==> config.mk <==
export PLATFORM = sky130hd
export DESIGN_NAME = rep_string_sequencer_flat
export DESIGN_NICKNAME = d
export VERILOG_FILES = /design/src/rtl/rep_string_sequencer_if.sv /design/src/rtl/rep_string_sequencer.sv /design/src/flat_wrapper.sv
export SDC_FILE = /design/constraint.sdc
export NUM_CORES = 1
export LEC_CHECK = 0
export BUFFER_PORTS_ARGS = -buffer_cell sky130_fd_sc_hd__buf_2
export CAP_MARGIN = 20
export CELL_PAD_IN_SITES_DETAIL_PLACEMENT = 0
export CELL_PAD_IN_SITES_GLOBAL_PLACEMENT = 1
export CORE_UTILIZATION = 30
export CTS_CLUSTER_DIAMETER = 30
export CTS_CLUSTER_SIZE = 12
export DETAILED_ROUTE_END_ITERATION = 8
export PLACE_DENSITY_LB_ADDON = 0.1
export SLEW_MARGIN = 20
export SYNTH_ARGS = -nofsm -noshare
export SYNTH_HDL_FRONTEND = slang
export SYNTH_SLANG_ARGS = --single-unit
==> constraint.sdc <==
create_clock -name clk -period 3.3 [get_ports clk]
set_input_delay 0.825 -clock clk [delete_from_list [all_inputs] [get_ports clk]]
set_output_delay 0.825 -clock clk [all_outputs]
set_load 0.02 [all_outputs]
==> src/rtl/rep_string_sequencer_if.sv <==
// Stage-0 / stage-1 / writeback signal bundle of the REP string sequencer.
// Handshake: a beat moves when out_valid && out_ready on a rising clk edge; in_ready marks the instruction consumed.
interface rep_string_sequencer_if #(
  parameter int CNTW   = 32,
  parameter int IADDRW = 32
);
  logic              flush;
  logic              in_valid;
  logic              in_ready;
  logic [1:0]        in_rep;
  logic              in_cmp;
  logic              in_addr32;
  logic [IADDRW-1:0] in_pc;
  logic [CNTW-1:0]   ecx_in;
  logic              out_valid;
  logic              out_ready;
  logic              out_last;
  logic [IADDRW-1:0] out_pc;
  logic              wb_valid;
  logic [2:0]        wb_reg;
  logic [CNTW-1:0]   wb_data;
  logic [2:0]        wb_size;
  logic              zf_valid;
  logic              zf;
  logic              pending_int;
  logic              hold_int;
  logic              int_break;
  logic              busy;
  logic [1:0]        dbg_state;

  modport master (
    output flush, in_valid, in_rep, in_cmp, in_addr32, in_pc, ecx_in,
           out_ready, zf_valid, zf, pending_int,
    input  in_ready, out_valid, out_last, out_pc, wb_valid, wb_reg, wb_data,
           wb_size, hold_int, int_break, busy, dbg_state
  );

  modport slave (
    input  flush, in_valid, in_rep, in_cmp, in_addr32, in_pc, ecx_in,
           out_ready, zf_valid, zf, pending_int,
    output in_ready, out_valid, out_last, out_pc, wb_valid, wb_reg, wb_data,
           wb_size, hold_int, int_break, busy, dbg_state
  );
endinterface

==> src/rtl/rep_string_sequencer.sv <==
// REP-prefix iteration engine: one beat per string iteration with count writeback, interrupts at boundaries.
// Define REP_SEQ_FLAG_TERM_EN to enable REPE/REPNE termination on ZF (WAIT_FLAG state).
module rep_string_sequencer #(
  parameter int CNTW   = 32,
  parameter int IADDRW = 32
) (
  input logic                   clk,
  input logic                   reset,
  rep_string_sequencer_if.slave bus
);
  typedef enum logic [1:0] {
    IDLE      = 2'd0,
    ISSUE     = 2'd1,
    WAIT_FLAG = 2'd2
  } state_t;

  localparam logic [CNTW-1:0] LO_MASK = CNTW'(16'hFFFF);

  state_t          state;
  logic [CNTW-1:0] cnt;
  logic            addr32;
  logic            bnd;
  logic [2:0]      wb_size_q;

  logic [CNTW-1:0] load_cnt;
  logic [CNTW-1:0] dec_cnt;
  logic            rep_req;
  logic            load;
  logic            seq_last;
  logic            int_take;
  logic            seq_valid;
  logic            accept;
  logic            cmp_en;
  logic            flag_seen;
  logic            flag_stop;
  logic            wb_fire;

  assign rep_req   = (bus.in_rep != 2'b00);
  assign load_cnt  = bus.in_addr32 ? bus.ecx_in : (bus.ecx_in & LO_MASK);
  assign load      = (state == IDLE) && bus.in_valid && rep_req && !bus.flush;
  assign seq_last  = (cnt == CNTW'(1));
  assign dec_cnt   = cnt - CNTW'(1);
  // The cycle after a non-final beat is an iteration boundary; an interrupt there abandons the sequence.
  assign int_take  = (state == ISSUE) && bnd && bus.pending_int;
  assign seq_valid = (state == ISSUE) && !int_take;
  assign accept    = seq_valid && bus.out_ready;

`ifdef REP_SEQ_FLAG_TERM_EN
  logic rep_ne;
  logic cmp;
  assign cmp_en    = cmp;
  assign flag_seen = (state == WAIT_FLAG) && bus.zf_valid;
  assign flag_stop = flag_seen && (rep_ne ? bus.zf : !bus.zf);
`else
  logic unused_flag_inputs;
  assign unused_flag_inputs = ^{bus.zf, bus.zf_valid, bus.in_cmp};
  assign cmp_en    = 1'b0;
  assign flag_seen = 1'b0;
  assign flag_stop = 1'b0;
`endif

  always_ff @(posedge clk or negedge reset) begin
    if (!reset) begin
      state     <= IDLE;
      cnt       <= '0;
      addr32    <= 1'b0;
      bnd       <= 1'b0;
      wb_size_q <= 3'd0;
`ifdef REP_SEQ_FLAG_TERM_EN
      rep_ne    <= 1'b0;
      cmp       <= 1'b0;
`endif
    end else begin
      bnd <= 1'b0;
      if (bus.flush) begin
        state <= IDLE;
      end else begin
        case (state)
          IDLE: begin
            if (load) begin
              cnt       <= load_cnt;
              addr32    <= bus.in_addr32;
              wb_size_q <= bus.in_addr32 ? 3'd3 : 3'd2;
`ifdef REP_SEQ_FLAG_TERM_EN
              rep_ne    <= (bus.in_rep == 2'b10);
              cmp       <= bus.in_cmp;
`endif
              if (load_cnt != '0) state <= ISSUE;
            end
          end
          ISSUE: begin
            if (int_take) begin
              state <= IDLE;
            end else if (accept) begin
              cnt <= dec_cnt;
              if (seq_last)    state <= IDLE;
              else if (cmp_en) state <= WAIT_FLAG;
              else             bnd   <= 1'b1;
            end
          end
          WAIT_FLAG: begin
            if (flag_stop) begin
              state <= IDLE;
            end else if (flag_seen) begin
              state <= ISSUE;
              bnd   <= 1'b1;
            end
          end
          default: state <= IDLE;
        endcase
      end
    end
  end

  always_comb begin
    bus.out_valid = 1'b0;
    bus.out_last  = 1'b0;
    bus.in_ready  = 1'b0;
    bus.int_break = 1'b0;
    bus.hold_int  = 1'b0;
    wb_fire       = 1'b0;
    case (state)
      IDLE: begin
        if (!rep_req) begin
          bus.out_valid = bus.in_valid;
          bus.out_last  = bus.in_valid;
          bus.in_ready  = bus.out_ready;
        end else begin
          bus.in_ready  = bus.in_valid && (load_cnt == '0);
        end
      end
      ISSUE: begin
        bus.out_valid = seq_valid;
        bus.out_last  = seq_valid && seq_last;
        bus.in_ready  = accept && seq_last;
        bus.int_break = int_take;
        bus.hold_int  = bus.pending_int && seq_valid;
        wb_fire       = accept;
      end
      WAIT_FLAG: begin
        bus.in_ready  = flag_stop;
        bus.hold_int  = bus.pending_int;
      end
      default: ;
    endcase
    if (bus.flush) begin
      bus.in_ready  = 1'b0;
      bus.int_break = 1'b0;
      wb_fire       = 1'b0;
    end
  end

  // In CX mode the upper half of ECX is carried through untouched.
  assign bus.wb_valid  = wb_fire;
  assign bus.wb_data   = !wb_fire ? '0 :
                         addr32   ? dec_cnt :
                                    ((bus.ecx_in & ~LO_MASK) | (dec_cnt & LO_MASK));
  assign bus.wb_reg    = 3'b001;
  assign bus.wb_size   = wb_size_q;
  assign bus.out_pc    = bus.in_pc;
  assign bus.busy      = (state != IDLE);
  assign bus.dbg_state = state;
endmodule

==> src/flat_wrapper.sv <==
// flat-port wrapper written by rule: the top's interface ports become plain ports
module rep_string_sequencer_flat 
#(
  parameter int CNTW   = 32,
  parameter int IADDRW = 32
)
  (clk, reset, bus_flush, bus_in_valid, bus_in_rep, bus_in_cmp, bus_in_addr32, bus_in_pc, bus_ecx_in, bus_out_ready, bus_zf_valid, bus_zf, bus_pending_int, bus_in_ready, bus_out_valid, bus_out_last, bus_out_pc, bus_wb_valid, bus_wb_reg, bus_wb_data, bus_wb_size, bus_hold_int, bus_int_break, bus_busy, bus_dbg_state);
  rep_string_sequencer_if #(.CNTW(CNTW), .IADDRW(IADDRW)) bus_i ();
  input logic clk;
  input logic reset;
  input wire logic [$bits(bus_i.flush)-1:0] bus_flush;
  input wire logic [$bits(bus_i.in_valid)-1:0] bus_in_valid;
  input wire logic [$bits(bus_i.in_rep)-1:0] bus_in_rep;
  input wire logic [$bits(bus_i.in_cmp)-1:0] bus_in_cmp;
  input wire logic [$bits(bus_i.in_addr32)-1:0] bus_in_addr32;
  input wire logic [$bits(bus_i.in_pc)-1:0] bus_in_pc;
  input wire logic [$bits(bus_i.ecx_in)-1:0] bus_ecx_in;
  input wire logic [$bits(bus_i.out_ready)-1:0] bus_out_ready;
  input wire logic [$bits(bus_i.zf_valid)-1:0] bus_zf_valid;
  input wire logic [$bits(bus_i.zf)-1:0] bus_zf;
  input wire logic [$bits(bus_i.pending_int)-1:0] bus_pending_int;
  output wire logic [$bits(bus_i.in_ready)-1:0] bus_in_ready;
  output wire logic [$bits(bus_i.out_valid)-1:0] bus_out_valid;
  output wire logic [$bits(bus_i.out_last)-1:0] bus_out_last;
  output wire logic [$bits(bus_i.out_pc)-1:0] bus_out_pc;
  output wire logic [$bits(bus_i.wb_valid)-1:0] bus_wb_valid;
  output wire logic [$bits(bus_i.wb_reg)-1:0] bus_wb_reg;
  output wire logic [$bits(bus_i.wb_data)-1:0] bus_wb_data;
  output wire logic [$bits(bus_i.wb_size)-1:0] bus_wb_size;
  output wire logic [$bits(bus_i.hold_int)-1:0] bus_hold_int;
  output wire logic [$bits(bus_i.int_break)-1:0] bus_int_break;
  output wire logic [$bits(bus_i.busy)-1:0] bus_busy;
  output wire logic [$bits(bus_i.dbg_state)-1:0] bus_dbg_state;
  assign bus_i.flush = bus_flush;
  assign bus_i.in_valid = bus_in_valid;
  assign bus_i.in_rep = bus_in_rep;
  assign bus_i.in_cmp = bus_in_cmp;
  assign bus_i.in_addr32 = bus_in_addr32;
  assign bus_i.in_pc = bus_in_pc;
  assign bus_i.ecx_in = bus_ecx_in;
  assign bus_i.out_ready = bus_out_ready;
  assign bus_i.zf_valid = bus_zf_valid;
  assign bus_i.zf = bus_zf;
  assign bus_i.pending_int = bus_pending_int;
  assign bus_in_ready = bus_i.in_ready;
  assign bus_out_valid = bus_i.out_valid;
  assign bus_out_last = bus_i.out_last;
  assign bus_out_pc = bus_i.out_pc;
  assign bus_wb_valid = bus_i.wb_valid;
  assign bus_wb_reg = bus_i.wb_reg;
  assign bus_wb_data = bus_i.wb_data;
  assign bus_wb_size = bus_i.wb_size;
  assign bus_hold_int = bus_i.hold_int;
  assign bus_int_break = bus_i.int_break;
  assign bus_busy = bus_i.busy;
  assign bus_dbg_state = bus_i.dbg_state;
  rep_string_sequencer #(.CNTW(CNTW), .IADDRW(IADDRW)) u_core (.clk(clk), .reset(reset), .bus(bus_i));
endmodule
**After elaboration in Yosys (flattened, before gate mapping)**

Index checks and enable logic that the tools add are counted.

- Register bits after elaboration: 39
- Latch bits: 0
- RAM bits: 0
- Memory bits (read-only): 0
- Logic and storage cells: 72
- Memories: 0

- Add/subtract/negate cells: 1
- Multipliers: 0
- Div/mod/pow operators: 0
- Order comparisons: 0
- Equal/unequal tests: 11
- Shifts and indexed selects: 0
- Muxes and demuxes: 31
- Bitwise logic cells: 2
- Reductions and logical operators: 22

Operators with widths:

| cell | number |
|---|---|
| $mux W32 | 6 |
| $pmux W32 S2 | 1 |
| $eq A32 B1 Y1 const B | 1 |
| $logic_not A32 Y1 | 1 |
| $or A32 B16 Y32 | 1 |
| $reduce_bool A32 Y1 | 1 |
| $sub A32 B1 Y32 const B | 1 |
| $mux W1 | 13 |
| $mux W2 | 6 |
| $logic_and A1 B1 Y1 | 11 |
| $reduce_and A5 Y1 | 2 |
| $ne A4 B2 Y1 const B | 2 |
| $pmux W1 S2 | 4 |
| $pmux W2 S3 | 1 |
| $reduce_bool A2 Y1 | 3 |
| $ne A2 B1 Y1 const B | 2 |
| $ne A2 B2 Y1 const B | 2 |
| $ne A3 B2 Y1 const B | 1 |
| $ne A3 B3 Y1 const B | 1 |
| $reduce_and A3 Y1 | 1 |
| $eq A2 B1 Y1 const B | 1 |
| $eq A2 B2 Y1 const B | 1 |
| $logic_not A1 Y1 | 2 |
| $logic_not A2 Y1 | 1 |
| $not A1 Y1 | 1 |

**Longest topological paths before layout**

Gate-level depths: netlist of run 1.

- Word-level depth: 10
- Mapped depth: 8
- Depth with buffers taken out: 7

**Least setup slack after synthesis of run 1**

No wires, ideal clock.

- Kind: input -> output
- Start: input bus_pending_int
- End: output bus_wb_data[20]
- Arrival: 2687 ps
- Slack: -212 ps
- Cell stages on the path: 8
- Buffers on the path: 3
- Cells stage by stage: a21bo_2 or2_2 clkbuf_1 inv_1 clkbuf_1 clkbuf_1 o21ai_0 a21oi_1

- Word-level cells in the longest chain between the ends: 7

Ends and longest elaborated chain:

| item | RTL line | source |
|---|---|---|
| from (decl) | flat_wrapper.sv:21 | `input wire logic [$bits(bus_i.pending_int)-1:0] bus_pending_int;` |
| $logic_and A1 B1 Y1 | rep_string_sequencer.sv:44 | `assign int_take = (state == ISSUE) && bnd && bus.pending_int;` |
| $logic_not A1 Y1 | rep_string_sequencer.sv:45 | `assign seq_valid = (state == ISSUE) && !int_take;` |
| $logic_and A1 B1 Y1 | rep_string_sequencer.sv:45 |  |
| $logic_and A1 B1 Y1 | rep_string_sequencer.sv:46 | `assign accept = seq_valid && bus.out_ready;` |
| $mux W1 | rep_string_sequencer.sv:122 | `case (state)` |
| $mux W1 | rep_string_sequencer.sv:146 | `if (bus.flush) begin` |
| via bus_wb_valid | flat_wrapper.sv:26 | `output wire logic [$bits(bus_i.wb_valid)-1:0] bus_wb_valid;` |
| $mux W32 | rep_string_sequencer.sv:155 | `assign bus.wb_data = !wb_fire ? '0 :` |
| to (decl) | flat_wrapper.sv:28 | `output wire logic [$bits(bus_i.wb_data)-1:0] bus_wb_data;` |

The timed path passes the listed nets, and every way through them passes these cells.

**Final worst setup path of run 1**

- Start: register u_core.cnt[8]
- End: output bus_wb_data[21]

- Word-level cells in the longest chain between the ends: 3

Ends and longest elaborated chain:

| item | RTL line | source |
|---|---|---|
| from (decl) | rep_string_sequencer.sv:20 | `logic [CNTW-1:0] cnt;` |
| from (signal assigned) | rep_string_sequencer.sv:81 | `cnt <= load_cnt;` |
| from (signal assigned) | rep_string_sequencer.sv:95 | `cnt <= dec_cnt;` |
| $sub A32 B1 Y32 | rep_string_sequencer.sv:42 | `assign dec_cnt = cnt - CNTW'(1);` |
| $mux W32 | rep_string_sequencer.sv:156 | `addr32 ? dec_cnt :` |
| $mux W32 | rep_string_sequencer.sv:155 |  |

No other way between the ends.

==> flow_metrics.tcl, run 1 <==
set metrics [dict create \
    grt_pass1_wl_um 17500 \
    yosysWarningCount 0 \
    ant_nets 0 \
    required_ps 2470 \
    dieArea_mm2 0.0117 \
    critPathMostFrequentCell "or4_4" \
    grt_pass1_vias 3158 \
    skew_ps 13.5 \
    hpwl_um 8030 \
    ioPinCount 155 \
    cts_sinks 36 \
    syn_area_mm2 0.00337 \
    synth_top_cells_by_count "44 x nor2_1, 43 x a21oi_1, 39 x buf_4" \
    avgViaCountPerCell 5.22 \
    placed_cells 635 \
    fin_ws_ps -211 \
    drt_iter0_drc 166 \
    final.fill_count 1146 \
    syn_avg_cell_area_um2 7.67 \
    p_sw_w 0.00107 \
    status "complete, but fails checks" \
    finish.utilization_pct 41.4 \
    synth_top_area_cell "dfrtp_1" \
    wl_per_cell_um 17.3 \
    netlist_instances 440 \
    timing.fmax_mhz 285 \
    antennaDiodeCount 0 \
    yosysSeqAreaShare_pct 26.7 \
    finalCritPeriodShare_pct 106 \
    dieWidth_um 108 \
    dr.pass1.iters 4 \
    synth_top_area_share_pct 26.7 \
    r2r_start "u_core.cnt[8]" \
    leakage_nw 1.85 \
    track_usage_pct 19.4 \
    drv_slew 0 \
    worst_pin_slew_ps 925 \
    overflow 0 \
    arrival_ps 2690 \
    post-route-drc-count 0 \
    path_class "flop to primary output" \
    min_from "u_core.bus.wb_size[1]" \
    grt_max_degree 55 \
    clock_latency_ps 290 \
    worstSetupStartpointType "flop" \
    synth_most_common_cell "nor2_1" \
    crit_slowest_cell "or4_4" \
    synth-async-reset-ratio_pct 100 \
    crit_path_max_fanout 4 \
    cts_htree_levels 2 \
    p_total_w 0.00246 \
    final-hold-violation-count 0 \
    ys_ff_latch 36 \
    path_cells "or4_4 -> or4_4 -> or4_4 -> xor2_1 -> a21oi_2 -> buf_4" \
    route.vias.total 3435 \
    violations "setup timing" \
    areaGrowthSynthToFinish_pct 33.6 \
    gp_congestion 0.839 \
    cts_buffers 5 \
    hold_ws_ps 470 \
    fin_cells 658 \
    synth_ff_type "dfrtp_1" \
    drive_above_1_share_pct 40.5 \
    crit_path_start "u_core.cnt[8]" \
    finalCriticalPeriod_ps 3510 \
    totalWireLength_um 11400 \
    finish.net_count 595 \
    ir_worst_vdd_mv 0.210 \
    pre_cts_slack_ps 20.1 \
    cell_internal_pwr_w 0.00139 \
    slew_headroom_pct 38.4 \
    path_clk_slew_ps 80 \
    netSwitchingFraction_pct 43.4 \
    ctsRootBufferMaster "clkbuf_8" \
    cts_buffer_depth 2 \
    critPathMaxStageDelay_ps 590 \
    combPwrFrac_pct 53.0 \
    ys_types 49 \
    cap_violations 0 \
    die_h_um 108 \
    start_util_pct 31.0 \
    powerDensity_mw_per_mm2 546 \
    rsz0062_at_grt "true" \
    yosys-top-cells-area "dfrtp_1 27%, buf_4 8.7%, a21oi_1 6.4%" \
    share_seq_of_total_power_pct 30.7 \
    cts_tree "done" \
    portBuffers 82 \
    endpoint_kind "primary output" \
    pwr-share-clk_pct 16.3 \
    synth_edf_count 0 \
    setup_viol 13 \
    min_path_type "flop to flop" \
    antenna_found_initial 0 \
    fp-row-count 38 \
    coreArea_mm2 0.0109 \
]
## final timing paths
| kind | end | slack [ps] | depth (start not counted) |
|---|---|---|---|
| hold reg to reg | u_core.bus.wb_size[1] | 470 | 1 |
| setup reg to reg | u_core.cnt[20] | 730 | 8 |
| setup / recovery | bus_wb_data[21] | -210 | 6 |
| min in group asynchronous | u_core.cnt[17] | 660 | 1 |
| max in group asynchronous | u_core.cnt[11] | 2050 | 1 |
| hold / removal | u_core.bus.wb_size[1] | 470 | 1 |
## critical path, delay by kind of cell, from the launching register on
kind,cells,cell delay (ps)
AO/OA/AOI/OAI,1,120
XOR/XNOR,1,170
buffers and inverters,1,150
flip-flops,1,390
AND/OR/NAND/NOR,3,1560
## state kept, by name (all words and copies together), names as in the netlist
name and count:
u_core.bus.wb_size 2, u_core.cnt 32, u_core.bus.dbg_state 1, u_core.bnd 1
## what timing repair did
action                                  in CTS  in global routing
resized for setup                           35                 35
endpoints found under the setup margin      18                 22
hold buffers                                 0                  0
gates cloned                                 0                  0
setup buffers                                9                  8
pin swaps                                   10                 25
## metal layers
layer	GRT usage [%]	wire length (um)
met1	27.7	5600
met2	31.3	5250
met3	2.83	458
met4	3.42	70
met5	0	0
## cell usage in the layout, fill, tap and decap left out, drive strengths merged, types with 2 or more instances in the layout
cell type / instances
buf: 146
nor2: 44
a21oi: 44
dfrtp: 36
o21ai: 30
xnor2: 24
nand2: 23
nor4: 23
a211oi: 18
nand3: 17
mux2i: 15
nor3: 15
o22ai: 13
or4: 8
inv: 7
nand4: 6
clkbuf: 6
xor2: 6
conb: 5
or3: 4
nand2b: 3
or2: 2
ha: 2
nor3b: 2
o32ai: 2
## power groups by stage
| stage | clock network (W) | registers, W | logic, W |
|---|---|---|---|
| 3_3_place_gp | 0 | 0.000740 | 0.00115 |
| 2_1_floorplan | 0 | 0.000706 | 0.000838 |
| 3_5_place_dp | 0 | 0.000743 | 0.00116 |
| 6_report | 0.000401 | 0.000755 | 0.00130 |
| 5_1_grt | 0.000429 | 0.000781 | 0.00142 |
| 4_1_cts | 0.000412 | 0.000747 | 0.00124 |
## area by class of cell
cell class	count	area [um^2]	share of cell area [%]
Clock buffer	6	72.6	1.61
Inverter	7	26.3	0.583
Clock inverter	2	35.0	0.777
Multi-Input combinational cell	321	2310	51.2
Timing Repair Buffer	146	990	22.0
Tap cell	140	175	3.89
Sequential cell	36	901	20.0
## logic make-up after synthesis
kind of cell / after synthesis / synth area share (%)
other cells: 2 / 0.223
fa+ha+maj: 2 / 0.741
flops: 36 / 26.7
mux: 16 / 4.78
compound gates: 114 / 20.2
simple gates: 154 / 25.1
xor+xnor: 30 / 7.79
buf+inv: 86 / 14.5
## metrics by stage
stage                     setup TNS [ps]  area, um^2
after floorplan                     -151        3430
after global placement                 0        3960
after detailed placement               0        3960
after CTS                          -2340        4290
after global routing               -2940        4510
final                              -1650        4510
Power figures use the tool's default switching activity.
==> inputs of run 2 (changes only) <==
--- a/config.mk
+++ b/config.mk
@@ -9,7 +9,7 @@
 export CAP_MARGIN = 20
 export CELL_PAD_IN_SITES_DETAIL_PLACEMENT = 0
 export CELL_PAD_IN_SITES_GLOBAL_PLACEMENT = 1
-export CORE_UTILIZATION = 30
+export CORE_UTILIZATION = 33
 export CTS_CLUSTER_DIAMETER = 30
 export CTS_CLUSTER_SIZE = 12
 export DETAILED_ROUTE_END_ITERATION = 8
==> constraint.sdc (replaced) <==
create_clock -name clk -period 3.95 [get_ports clk]
set_input_delay 0.9875 -clock clk [delete_from_list [all_inputs] [get_ports clk]]
set_output_delay 0.9875 -clock clk [all_outputs]
set_load 0.02 [all_outputs]
==> flow_metrics.tcl, run 2 (synthesized netlist as in run 1, its figures left out) <==
set metrics [dict create \
    status "completed" \
    antenna_found_initial 0 \
    global_route.usage.met2_pct 32.1 \
    grt_max_degree 50 \
    route.vias.total 3217 \
    final.fill_count 1059 \
    min_path_type "flop to flop" \
    p_sw_w 0.000790 \
    leakage_nw 1.53 \
    cts_buffer_depth 2 \
    placed_cells 599 \
    final-hold-violation-count 0 \
    top_usage_layer "met2" \
    drv_slew 0 \
    setup_viol 0 \
    powerDensity_mw_per_mm2 474 \
    fin_cells 609 \
    cell_internal_pwr_w 0.00102 \
    netSwitchingFraction_pct 43.8 \
    worstSetupStartpointType "flop" \
    totalWireLength_um 10700 \
    path_class "flop to primary output" \
    fp-row-count 36 \
    dr.pass1.iters 4 \
    path_clk_slew_ps 80 \
    track_usage_pct 20.7 \
    final_common_cell "buf_2" \
    finalCriticalPeriod_ps 3830 \
    max_flop_register "u_core.cnt" \
    overflow 0 \
    ioPinCount 155 \
    start_util_pct 34.2 \
    rsz0062_at_grt "true" \
    ctsRootBufferMaster "clkbuf_8" \
    cap_violations 0 \
    share_seq_of_total_power_pct 38.8 \
    grt.met1_usage_pct 30.6 \
    wl_per_cell_um 17.6 \
    dieWidth_um 103 \
    coreArea_mm2 0.00986 \
    ir_worst_vdd_mv 0.148 \
    pwr-share-clk_pct 18.5 \
    portBuffers 82 \
    required_ps 2960 \
    ant_nets 0 \
    antennaDiodeCount 0 \
    endpoint_kind "primary output" \
    hpwl_um 7590 \
    avgViaCountPerCell 5.28 \
    cts_tree "done" \
    timing.fmax_mhz 261 \
    p_total_w 0.00180 \
    post-route-drc-count 0 \
    dieArea_mm2 0.0106 \
    die_h_um 103 \
    cts_hold_buffers 0 \
    clock_latency_ps 290 \
    drt_iter0_drc 91 \
    grt_pass1_vias 3030 \
    cts_sinks 36 \
    slew_headroom_pct 38.0 \
    grt_pass1_wl_um 16600 \
    finish.net_count 553 \
    layout_common_cells "82 x buf_2, 43 x nor2_1, 43 x a21oi_1" \
    combPwrFrac_pct 42.7 \
    arrival_ps 2840 \
    skew_ps 8.11 \
    grt_util_met3_pct 2.58 \
    finalCritPeriodShare_pct 96.9 \
    largest_reg_flops 32 \
    areaGrowthSynthToFinish_pct 12.8 \
    cts_htree_levels 2 \
    drive_above_1_share_pct 27.9 \
    worst_pin_slew_ps 930 \
    cts_buffers 5 \
    crit_path_max_fanout 7 \
    gp_congestion 0.796 \
]
==> run 2: repair_timing <==
item,CTS,global route
setup buffers,0,2
endpoints found under the setup margin,0,7
gates resized for setup,0,6
==> run 2: final cells by class <==
class / instances / area, um^2 / area share, %
Clock buffer: 6 / 72.6 / 1.91
Clock inverter: 2 / 35.0 / 0.920
Inverter: 7 / 26.3 / 0.690
Multi-Input combinational cell: 321 / 2030 / 53.3
Sequential cell: 36 / 903 / 23.7
Tap cell: 133 / 166 / 4.37
Timing Repair Buffer: 104 / 576 / 15.1
==> run 2: path summary, 6_finish.rpt <==
| check | startpoint | to | slack, ps | cells past startpoint |
|---|---|---|---|---|
| hold reg to reg | u_core.bus.wb_size[1] | u_core.bus.wb_size[1] | 470 | 1 |
| setup reg to reg | u_core.cnt[10] | u_core.cnt[28] | 1340 | 7 |
| hold / removal | u_core.bus.wb_size[1] | u_core.bus.wb_size[1] | 470 | 1 |
| max in group asynchronous | reset | u_core.cnt[10] | 2480 | 1 |
| min in group asynchronous | reset | u_core.bnd | 840 | 1 |
| setup / recovery | u_core.cnt[7] | bus_wb_data[21] | 120 | 6 |
==> run 2: layer usage <==
layer	wire (um)	vias to the layer above
met4	88	0
li1	-	1610
met3	540	8
met2	4750	107
met5	0	-
met1	5320	1492
==> run 2: worst max-delay path, stage by stage, from the launching register on <==
cell     delay [ps]
dfrtp_1         450
or4_1           570
or4_4           600
or4_4           460
xor2_1          170
a21oi_2         130
buf_2           170
==> run 2: through the flow <==
stage,instance area [um^2],utilization [%],hold slack [ps],setup TNS (ps),setup slack (ps)
floorplan,3390,-,520,0,113
global placement,3670,37.2,448,0,388
detailed placement,3670,37.2,453,0,380
CTS,3780,38.3,483,0,35.0
global route,3810,38.6,494,-22.1,-22.1
finish,3810,38.6,475,0,123
==> run 2: power groups by stage <==
stage                     Clock, W  Combinational, W  Sequential, W
after floorplan                  0          0.000684       0.000590
after detailed placement         0          0.000753       0.000702
final                     0.000334          0.000771       0.000701
after global routing      0.000368          0.000861       0.000731
after CTS                 0.000349          0.000759       0.000696
after global placement           0          0.000750       0.000695
